<file path="config.mk">
export PLATFORM = sky130hd
export DESIGN_NAME = exc_seq
export DESIGN_NICKNAME = d
export VERILOG_FILES = /design/src/rtl/exc_seq.sv
export SDC_FILE = /design/constraint.sdc
export NUM_CORES = 1
export LEC_CHECK = 0
export CAP_MARGIN = 10
export CORE_UTILIZATION = 30
export CTS_BUF_LIST = sky130_fd_sc_hd__clkbuf_8 sky130_fd_sc_hd__clkbuf_16
export DETAILED_ROUTE_END_ITERATION = 16
export PLACE_DENSITY = 0.76
export SYNTH_ARGS = -nofsm -noshare
export SYNTH_HDL_FRONTEND = slang
export SYNTH_SLANG_ARGS = --single-unit
</file>
<file path="constraint.sdc">
create_clock -name clk -period 2 [get_ports clk]
set_input_delay 0.4 -clock clk [delete_from_list [all_inputs] [get_ports clk]]
set_output_delay 0.4 -clock clk [all_outputs]
set_load 0.05 [all_outputs]
</file>
<file path="src/rtl/exc_seq.sv">
// rtl/exc_seq.sv - exception entry/return sequencer driving CP0 and the PC redirect
// Picks one enabled trap or interrupt per idle cycle, stalls while entering or leaving a handler.
module exc_seq #(
  parameter logic [31:0] EXC_VECTOR = 32'h0040_0004,
  parameter int          MAX_DEPTH  = 6,
  parameter int          DEPTH_W    = 3
) (
  input  logic               clk,
  input  logic               rst,
  input  logic               instr_valid,
  input  logic [31:0]        pc_in,
  input  logic               syscall,
  input  logic               brk,
  input  logic               teq_trap,
  input  logic               eret_in,
  input  logic               ext_intr,
  input  logic [31:0]        status,
  input  logic [31:0]        exc_addr_in,
  output logic               exception,
  output logic [4:0]         cause,
  output logic [31:0]        exc_pc,
  output logic               eret,
  output logic               redirect,
  output logic [31:0]        redirect_pc,
  output logic               kill,
  output logic               stall,
  output logic [DEPTH_W-1:0] depth,
  output logic               overflow
);

  localparam logic [DEPTH_W-1:0] MAX_D = DEPTH_W'(MAX_DEPTH);

  localparam logic [4:0] CAUSE_INTR = 5'd0;
  localparam logic [4:0] CAUSE_SYS  = 5'd8;
  localparam logic [4:0] CAUSE_BRK  = 5'd9;
  localparam logic [4:0] CAUSE_TEQ  = 5'd13;

  typedef enum logic [2:0] {
    IDLE,
    TAKE,
    VECTOR,
    RET,
    RETV
  } state_t;

  state_t             state_q, state_d;
  logic [4:0]         cause_q, cause_d;
  logic [31:0]        exc_pc_q, exc_pc_d;
  logic [DEPTH_W-1:0] depth_q, depth_d;
  logic               overflow_q, overflow_d;
  logic               pending_q, pending_d;
  logic               ext_q, ext_d;

  logic ev_sys, ev_brk, ev_teq, ev_intr, ev_any;
  logic take_intr;
  logic kill_c;
  logic unused_status;

  assign unused_status = ^status[31:5];

  assign ev_sys  = instr_valid & syscall  & status[0] & status[1];
  assign ev_brk  = instr_valid & brk      & status[0] & status[2];
  assign ev_teq  = instr_valid & teq_trap & status[0] & status[3];
  // The interrupt borrows a retiring instruction so EPC names a real instruction to replay.
  assign ev_intr = instr_valid & pending_q & status[0] & status[4];
  assign ev_any  = ev_sys | ev_brk | ev_teq | ev_intr;

  always_comb begin
    state_d     = state_q;
    cause_d     = cause_q;
    exc_pc_d    = exc_pc_q;
    depth_d     = depth_q;
    overflow_d  = overflow_q;
    take_intr   = 1'b0;
    kill_c      = 1'b0;
    exception   = 1'b0;
    eret        = 1'b0;
    redirect    = 1'b0;
    redirect_pc = 32'h0;

    case (state_q)
      IDLE: begin
        if (instr_valid && eret_in) begin
          state_d = RET;
        end else if (ev_any) begin
          if (depth_q == MAX_D) begin
            overflow_d = 1'b1;
          end else begin
            state_d  = TAKE;
            kill_c   = 1'b1;
            exc_pc_d = pc_in;
            if (ev_sys) begin
              cause_d = CAUSE_SYS;
            end else if (ev_brk) begin
              cause_d = CAUSE_BRK;
            end else if (ev_teq) begin
              cause_d = CAUSE_TEQ;
            end else begin
              cause_d   = CAUSE_INTR;
              take_intr = 1'b1;
            end
          end
        end
      end
      TAKE: begin
        exception = 1'b1;
        depth_d   = depth_q + DEPTH_W'(1);
        state_d   = VECTOR;
      end
      VECTOR: begin
        redirect    = 1'b1;
        redirect_pc = EXC_VECTOR;
        state_d     = IDLE;
      end
      RET: begin
        eret = 1'b1;
        if (depth_q != '0) begin
          depth_d = depth_q - DEPTH_W'(1);
        end
        state_d = RETV;
      end
      RETV: begin
        eret        = 1'b1;
        redirect    = 1'b1;
        redirect_pc = exc_addr_in;
        state_d     = IDLE;
      end
      default: begin
        state_d = IDLE;
      end
    endcase
  end

  // A new edge on the same cycle the old request is taken must survive as a fresh request.
  assign pending_d = (pending_q & ~take_intr) | (ext_intr & ~ext_q);
  assign ext_d     = ext_intr;

  always_ff @(posedge clk or negedge rst) begin
    if (!rst) begin
      state_q    <= IDLE;
      cause_q    <= 5'd0;
      exc_pc_q   <= 32'h0;
      depth_q    <= '0;
      overflow_q <= 1'b0;
      pending_q  <= 1'b0;
      ext_q      <= 1'b0;
    end else begin
      state_q    <= state_d;
      cause_q    <= cause_d;
      exc_pc_q   <= exc_pc_d;
      depth_q    <= depth_d;
      overflow_q <= overflow_d;
      pending_q  <= pending_d;
      ext_q      <= ext_d;
    end
  end

  // kill is combinational from the inputs, so it is gated to stay low while reset is held.
  assign kill     = kill_c & rst;
  assign stall    = (state_q != IDLE);
  assign cause    = cause_q;
  assign exc_pc   = exc_pc_q;
  assign depth    = depth_q;
  assign overflow = overflow_q;

endmodule

</file>
# Word-level counts from Yosys, hierarchy flattened
# Cells that the tools add are included.
[totals]
regBits = 46
out_inout_bits = 78
[classes]
n_addsub = 2
eq_ne = 8
mux = 24
n_bitwise = 23
n_reduce_logical = 11
[ops]
columns = ["cell", "count"]
rows = [
  ["one-hot mux 32 bit (2 select lines)", 1],
  ["bitwise AND 1 bit", 15],
  ["two-way mux 1 bit", 14],
  ["two-way mux 3 bit", 4],
  ["two-way mux 4 bit", 3],
  ["one-hot mux 3 bit (3 select lines)", 1],
  ["AND reduction 4 bit", 2],
  ["== test 3 x 2 -> 1 bit (second input constant)", 2],
  ["== test 3 bit (second input constant)", 2],
  ["inequality test 3 bit (second input constant)", 2],
  ["one-hot mux 3 bit (2 select lines)", 1],
  ["nonzero test 3 bit", 2],
  ["NOT 1 bit", 4],
  ["OR 1 bit", 4],
  ["AND reduction 2 bit", 2],
  ["OR reduction 2 bit", 2],
  ["adder 3 x 1 -> 3 bit (second input constant)", 1],
  ["== test 3 x 1 -> 1 bit (second input constant)", 1],
  ["zero test 3 bit", 1],
  ["subtractor 3 x 1 -> 3 bit (second input constant)", 1],
  ["inequality test 2 bit (second input constant)", 1],
  ["nonzero test 2 bit", 1],
  ["logical AND 1 bit", 1],
]

# Logic depth before layout (Yosys ltp)
# Gate-level depths: netlist of the first run.
[depth]
depth_word = 13
ltp_mapped = 7
mapped_depth_nobuf = 6

# Worst setup path after synthesis of the first run
# No wires, ideal clock.
[synth_path]
path_kind = "register to output"
from = "reg depth_q[2], in the netlist depth[2]"
to = "out kill"
arrival_ns = 1.970
slack_ns = -0.370
path_stages_with_launch = 6
cell_sequence = "dfrtp_1 -> clkbuf_1 -> nand3b_1 -> nand3_4 -> buf_6 -> nor2_1"
[synth_between]
elab_chain_len = 6
[synth_lines]
columns = ["element", "line_no", "rtl"]
rows = [
  ["start, declared", "49", "logic [DEPTH_W-1:0] depth_q, depth_d;"],
  ["start signal, assigned", "151", "depth_q <= depth_d;"],
  ["== test 3 bit", "86", "if (depth_q == MAX_D) begin"],
  ["two-way mux 1 bit", "86", ""],
  ["two-way mux 1 bit", "85", "end else if (ev_any) begin"],
  ["two-way mux 1 bit", "83", "if (instr_valid && eret_in) begin"],
  ["two-way mux 1 bit", "81", "case (state_q)"],
  ["bitwise AND 1 bit", "159", "assign kill = kill_c & rst;"],
  ["end, declared", "25", "output logic kill,"],
]
# Every way passes these cells.

# Worst setup path after layout of the first run
[layout_path]
from = "reg state_q[1]"
to = "out redirect"
[layout_between]
elab_chain_len = 3
elab_cells_between_ends = 4
[layout_lines]
columns = ["element", "line_no", "rtl"]
rows = [
  ["start, declared", "46", "state_t state_q, state_d;"],
  ["start signal, assigned", "148", "state_q <= state_d;"],
  ["== test 3 bit / == test 3 x 2 -> 1 bit (equally long branches)", "81", ""],
  ["OR reduction 2 bit (no line) (*)", "n/a", ""],
  ["two-way mux 1 bit (*)", "81", ""],
  ["end, declared", "23", "output logic redirect,"],
]
# Every way passes the cells marked *; elsewhere a longest branch is shown, timed or not.

==> results of run 1 <==
## flip-flops by register name, summed over array words and instances, names as in the netlist
register   flops
cause          3
depth          3
exc_pc        32
ext_q          1
overflow       1
pending_q      1
state_q        3
## placed cells by master (no fill, tap or decap), types with 5 or more instances in the layout
cell type,synthesis,layout
a21oi_1,7,6
and2_4,0,30
buf_12,0,37
buf_4,3,25
clkbuf_8,0,5
clkdlybuf4s50_1,0,102
dfrtp_1,44,43
inv_1,6,5
mux2_2,5,5
mux2_4,28,28
nand2_1,13,9
## power by group through the flow
| stage | registers (W) | logic [W] | clock network [W] |
|---|---|---|---|
| floorplan | 0.00289 | 0.00119 | 0 |
| global placement | 0.00154 | 0.00397 | 0 |
| detailed placement | 0.00158 | 0.00403 | 0 |
| CTS | 0.00157 | 0.00407 | 0.000815 |
| global route | 0.00161 | 0.00426 | 0.000842 |
| finish | 0.00157 | 0.00409 | 0.000783 |
## per-stage QoR
stage,cells,total power (W),hold WS (ps),utilization
5_1_grt,454,0.00672,263,0.637
4_1_cts,449,0.00645,241,0.620
6_report,454,0.00644,212,0.637
3_3_place_gp,439,0.00552,409,0.594
3_5_place_dp,439,0.00561,423,0.594
2_1_floorplan,183,0.00408,104,-
## layout make-up
class | instances | area (um^2) | share of cell area
antenna | 1 | 2.50 | 0.000545
clock buffer | 5 | 68.8 | 0.0150
clock inverter | 2 | 60.1 | 0.0131
inverter | 6 | 22.5 | 0.00490
multi-input combinational | 122 | 1150 | 0.251
sequential | 44 | 1100 | 0.240
tap | 99 | 124 | 0.0270
timing repair buffer | 175 | 2060 | 0.448
## cell families after synthesis
group | after synthesis
muxes | 33
DFF | 44
adders and majority gates | 1
and+or+nand+nor | 64
AOI/OAI and AO/OA | 22
buffers and inverters | 17
other | 1
## repair_timing
item | in CTS | in global routing
cloned | 1 | 2
setup buffers | 2 | 2
gates resized for setup | 18 | 36
endpoints found under the setup margin | 31 | 32
pin swaps | 6 | 4
## synth_stat cells, types with 2 or more instances
cell	count
mux2_2	5
o21ai_0	4
buf_6	3
nand3_1	2
nand2b_1	2
a21oi_1	7
nor2_1	5
inv_1	6
or3_1	2
dfrtp_1	44
nor3_1	2
mux2_4	28
o31ai_1	2
clkbuf_1	5
and2_1	30
nand2_1	13
buf_4	3
nor2b_1	3
## worst max path at each step
stage	startpoint	end	slack, ps	cells after the start
final	state_q[1]	redirect	30	4
after global routing	state_q[1]	redirect	-50	4
after CTS	state_q[2]	kill	-50	4
after detailed placement	instr_valid	exc_pc[22]	-230	6
after global placement	instr_valid	exc_pc[29]	-190	6
after floorplan	depth[2]	kill	20	5
## per-layer routing
| layer | part of all wire | track usage | vias to the layer above |
|---|---|---|---|
| li1 | - | - | 963 |
| met1 | 0.34 | 0.175 | 1014 |
| met2 | 0.53 | 0.343 | 108 |
| met3 | 0.098 | 0.0690 | 10 |
| met4 | 0.022 | 0.0557 | 0 |
| met5 | 0 | 0 | - |
## worst max-delay path, cell delays in order, from the launching register on
cell,delay [ps]
dfrtp_1,440
buf_4,180
nand2b_1,110
a21oi_1,360
buf_12,190
==> run summary, run 1 <==
The worst-case vdd ir drop is 0.646 mV. The DRC marker count from the first detailed-route iteration came out at 29. The overall track demand over capacity in global routing came out at 0.179. The H-tree depth is 2. The cell count after synthesis came out at roughly 180. The total overflow left after global routing is 0. In the final routed layout, each cell accounts on average for approximately 16 um.

The area added between synthesis and finish came out at 106%. The post-synthesis simple-gate area fraction is 0.164. The number of antenna violations at the first check in global routing is 1. The antenna violation net count after detailed routing is 0. The clock period minus final worst setup slack came out at 1970 ps.

The actual transition at the worst max-transition pin came out at about 550 ps. The count of unresolved DRC violations after routing came out at 0. The number of max-slew violations in the final report is 0. The worst register-to-register path begins at state_q[2]. The endpoint of the lowest-slack register-to-register path is exc_pc[22]. The internal power consumption is 0.00349 W. The cell type with the largest total area after synthesis is dfrtp_1. The async set-reset flop share out of synthesis is 1.00.

The number of synthesized flops with an enable pin is 0. The final worst setup slack is 27.7 ps. The count of buffers added on input and output ports is 152.

The final period utilization is 0.986. At the placement stage, the worst setup path has a slack of -234 ps. The final design area excluding fillers is about 4600 um^2. The critical path start-end classification is reg -> out.

Synthesis instantiated 34 different standard cells from the library. The power density of the placed cells came out at 1400 nW/um^2. STA classifies the critical path startpoint as a flop. The final-report hold violation count is 0. The flip-flop cell with the highest count after synthesis is dfrtp_1.

The area of the die came out at 7790 um^2. For the worst setup path, the data arrival time is 1570 ps. The largest family of logic cells by synthesized area is multiplexers. The final wirelength is slightly above 7000 um. The detailed placement HPWL is about 5500 um. After clock tree synthesis, the flow added hold-fix buffers numbering 0. The overall die width is 88.3 um. The total number of clock tree sinks came out at 44.

The cell count of the worst reg-to-reg path is 5. Of the total power, the share spent switching nets is 0.458. The root buffer cell is clkbuf_8. The adder-cell area share of the yosys netlist came out at 0.00896. The share of total power dissipated in combinational logic is 0.635. Setup repair after global routing could not meet its margin everywhere. The number of rows created at floorplan came out at 31. The share of power burned in registers is 0.243.

The compound-gate portion of the synthesized area is 0.0756. The leakage power of the design is 2.08 nW. The share of synthesized area in the top cell type comes to 0.493. The upper clock frequency limit came out at approximately 510 MHz. TritonCTS built the clock tree. The CTS buffer count is 5. The mux contribution to synthesized area is 0.213. The total number of yosys warnings is 0. The via count of the first global-routing pass came to 2,164. The register bit count reported by yosys came out at 44.

The worst setup path is captured at a primary output. After filler insertion, the fill cell instance count of the layout stands at 580. The proportion of power drawn by the clock network is 0.122. The power dissipated by switching net loads came out at 0.00295 W.

Entering global routing, the biggest net connects 45 pins. The cell area that synthesis handed to floorplanning was approximately 2200 um^2. The weighted congestion reported at the end of routability-driven placement came out at 0.822. The tool flagged a number of max-cap violations equal to 0. The total via count in the routed design came out at 2,095. By area the synthesized netlist is led by dfrtp_1 49%, mux2_4 19%, and2_1 8.4%. Setup violations remaining at the end of the flow were counted as 0. The die span in y came out at roughly 88 um. The fraction of final layout cells sized beyond drive strength 1 came out at 0.424. At the worst endpoint, the required time is 1600 ps. Of the total synthesized cell area, the portion taken by XOR and XNOR cells is 0. The synthesized area divided by synthesized cell count came out at 12.3 um^2. The worst clock skew is 8.68 ps. Before antenna repair, the detailed router went through 4 iterations. The starting utilization of the core area came out at 0.310. The clock latency at the later pin of the worst-skew pair came out at ~290 ps. The buffer depth of the longest clock path came out at 2. The post-CTS clock slew at the launch and capture registers of the worst setup and hold paths came out at 80 ps. The first global-routing pass estimated 10,400 um of wire. The placed instance area is between 4000 and 5000 um^2.

The relative slew slack is 0.634. The total negative slack for setup checks came out at 0 ps. The sequential cell area fraction in the yosys report came out at 0.493.

The highest fanout seen on the critical path is 8. Pin placement for this block handled between 150 and 200 I/O pins. Across all register-to-register paths, the minimum setup slack is 180 ps.

The flow ran to the end, and the final reports show no timing, DRC or antenna violations. In this run the worst hold path is classified as in -> async. The core box area came out at 7210 um^2.

The final layout contains 459 nets. The via count normalized by instance count came out at around 4.6.
No activity file was read; power rests on OpenSTA's default activity.
==> run 2: changes to the inputs <==
CORE_UTILIZATION = 32   (was 30)
CTS_CLUSTER_SIZE = 25   (was default)
DONT_BUFFER_PORTS = 1   (was default)
PLACE_DENSITY = 0.45   (was 0.76)
==> run 2 against run 1 <==
Effect of this change: the flow now finishes with violations (setup timing); core utilization fell by 13 points; setup slack got worse by 34 ps; final area fell by 26%; critical path type unchanged; largest power group is now registers.
==> run summary, run 2 (synthesis gave the netlist of run 1 again) <==
The antenna diode instance count was 0 (-1). The number of port buffers is 0 (-100%). The critical path is of the reg -> out type.

The final layout net count is 346 (-25%). The data required time of the critical path is 1600 ps (about the same). The clock tree from TritonCTS is built. The die span in y came out at 85.5 um (-3.1%).

The placed instance area is 3050 um^2 (-29%). The final-report hold violation count came out at 0 (unchanged). The area of the die is 7320 um^2 (-6.1%). The starting utilization of the core area is 0.331 (+0.0210).

The post-route non-filler standard cell count is 322 (-29%). Setup repair after global routing could not meet its margin everywhere. The number of antenna violations at the first check in global routing is 0 (-1).

The fraction of final layout cells sized beyond drive strength 1 came to 0.583 (+0.159). The DRC marker count from the first detailed-route iteration came out at 28 (-3.4%). The count of unresolved DRC violations after routing is 0 (unchanged). The most critical setup path has its endpoint at redirect_pc[9]. The via count normalized by instance count is 5.01 (+8.6%).

The power density of the placed cells was 1570 nW/um^2 (+12%). The setup slack of the worst register-to-register path came out at 200 ps (+20 ps). The clock period minus final worst setup slack is 2010 ps (+33.8 ps). The antenna violation net count after detailed routing is 0 (unchanged). The overall track demand over capacity in global routing is 0.161 (-0.0176). The overall die width is 85.5 um (-3.1%). The count of pins on the block boundary is 182 (unchanged).

The library cell used most frequently in the layout, excluding fill and tap cells, is dfrtp_1. The endpoint of the lowest-slack register-to-register path is exc_pc[5]. The arrival time at the worst endpoint is 1610 ps (+40 ps). The via count of the first global-routing pass came out at 1,661 (-23%). The number of setup violations in the final report was 3 (+3). The core box area came to 6760 um^2 (-6.3%). The relative slew slack is 0.657 (+0.0233).

The detailed placement HPWL is 4590 um (-17%). The worst-case vdd ir drop came out at 0.734 mV (+14%). The worst hold path belongs to the class in -> reg. The final design area excluding fillers was 3410 um^2 (-26%). The area growth from synthesis to layout is 52.5%. The number of maximum-capacitance constraint violations came out at 0 (unchanged).

The total via count in the routed design is 1,614 (-23%). The actual transition at the worst max-transition pin is 514 ps (-34.9 ps). The pin count of the biggest net entering global routing came out at 45 (unchanged). The H-tree depth is 2 (unchanged). The number of rows created at floorplan is 30 (-3.2%). The global route total overflow came out at 0 (unchanged). The cell count of the worst reg-to-reg path is 5 (unchanged). The weighted congestion reported at the end of routability-driven placement came to 0.785 (-4.4%). The post-CTS clock slew at the launch and capture registers of the worst setup and hold paths was 90 ps (about the same). The cell total after placement is 302 (-31%). The leakage power of the design came out at 1.59 nW (-23%).

The upper clock frequency limit came out at 498 MHz (-1.7%). The number of max-slew violations in the final report is 0 (unchanged). The number of flip-flops under the largest register name is 32 (unchanged). The tree is rooted in a clkbuf_8. In the layout the commonest cells are 42 x dfrtp_1, 32 x buf_12, 28 x mux2_4. The highest fanout seen on the critical path came out at 8 (unchanged).

The final worst setup slack came out at -6.04 ps (-33.8 ps). The run finished, with violations left. The total iterations of the first detailed-routing run came out at 4 (unchanged).

The total number of clock tree sinks was 44 (unchanged). The final wirelength is 6330 um (-11%). The average wire length per cell after detail routing was 19.7 um (+25%). The global-route wire length before repair is 9050 um (-13%). The worst clock skew is 9.39 ps (+0.713 ps). STA classifies the critical path startpoint as a flop.

The final period utilization is 1.00 (+0.0169). The clock latency at the later pin of the worst-skew pair was 300 ps (about the same). The buffer depth of the longest clock path came out at 2 (unchanged).

The CTS buffer count is 5 (unchanged). The checks that failed: setup timing. In this run the worst setup path begins at state_q[1]. The endpoint type of the worst setup path is a primary output. The beginning of the worst register-to-register path is state_q[0].
-- run 2: layer usage --
metal | vias up | part of all wire | global-route usage
met4 | 0 | 0.0093 | 0.0455
met2 | 63 | 0.51 | 0.268
met1 | 807 | 0.41 | 0.200
met5 | - | 0 | 0
met3 | 7 | 0.070 | 0.0539
li1 | 737 | - | -
-- run 2: final cells by class --
class | instances | area, um^2
Timing Repair Buffer | 62 | 950
Tap cell | 80 | 100
Multi-Input combinational cell | 122 | 1140
Clock buffer | 6 | 82.6
Fill cell | 593 | 3350
Sequential cell | 44 | 1100
Clock inverter | 2 | 11.3
Inverter | 6 | 22.5
-- run 2: worst min path at each step --
stage	startpoint	slack [ps]	endpoint	cells past startpoint
4_1_cts	ext_intr	110	ext_q	0
5_1_grt	ext_intr	100	ext_q	0
3_5_place_dp	rst	110	exc_pc[16]	0
6_report	ext_intr	120	ext_q	0
3_3_place_gp	rst	110	exc_pc[12]	0
2_1_floorplan	rst	100	cause[0]	0
-- run 2: stage by stage --
step                setup TNS, ps  hold slack, ps  setup slack (ps)  utilization  total power [W]
floorplan                       0             104              16.1            -          0.00408
global placement                0             106               255        0.451          0.00455
detailed placement              0             105               131        0.451          0.00462
CTS                          -421             108             -29.5        0.478          0.00528
global route                -1050             103             -68.1        0.504          0.00560
finish                      -10.4             123             -6.04        0.504          0.00535
-- run 2: power by group --
| group | switching (W) | leakage (nW) | internal [W] |
|---|---|---|---|
| combinational | 0.000911 | 1.02 | 0.000971 |
| clock | 0.000303 | 0.0486 | 0.000276 |
| sequential | 0.00162 | 0.526 | 0.00127 |
| total | 0.00283 | 1.59 | 0.00252 |
-- run 2: worst max-delay path: stages (launching register included) --
cell	delay, ps
dfrtp_2	450
inv_2	90
nand2_4	60
nor2_4	220
buf_8	160
and2_1	180
buf_12	150
-- run 2: timing repair --
item                       in CTS  in global routing
setup endpoints to repair      32                 35
hold endpoints to repair       44                  0
buffers inserted                1                  6
cloned                          1                  2
pin swaps                       2                 21
gates resized for setup        13                 33
hold buffers                    2                  0
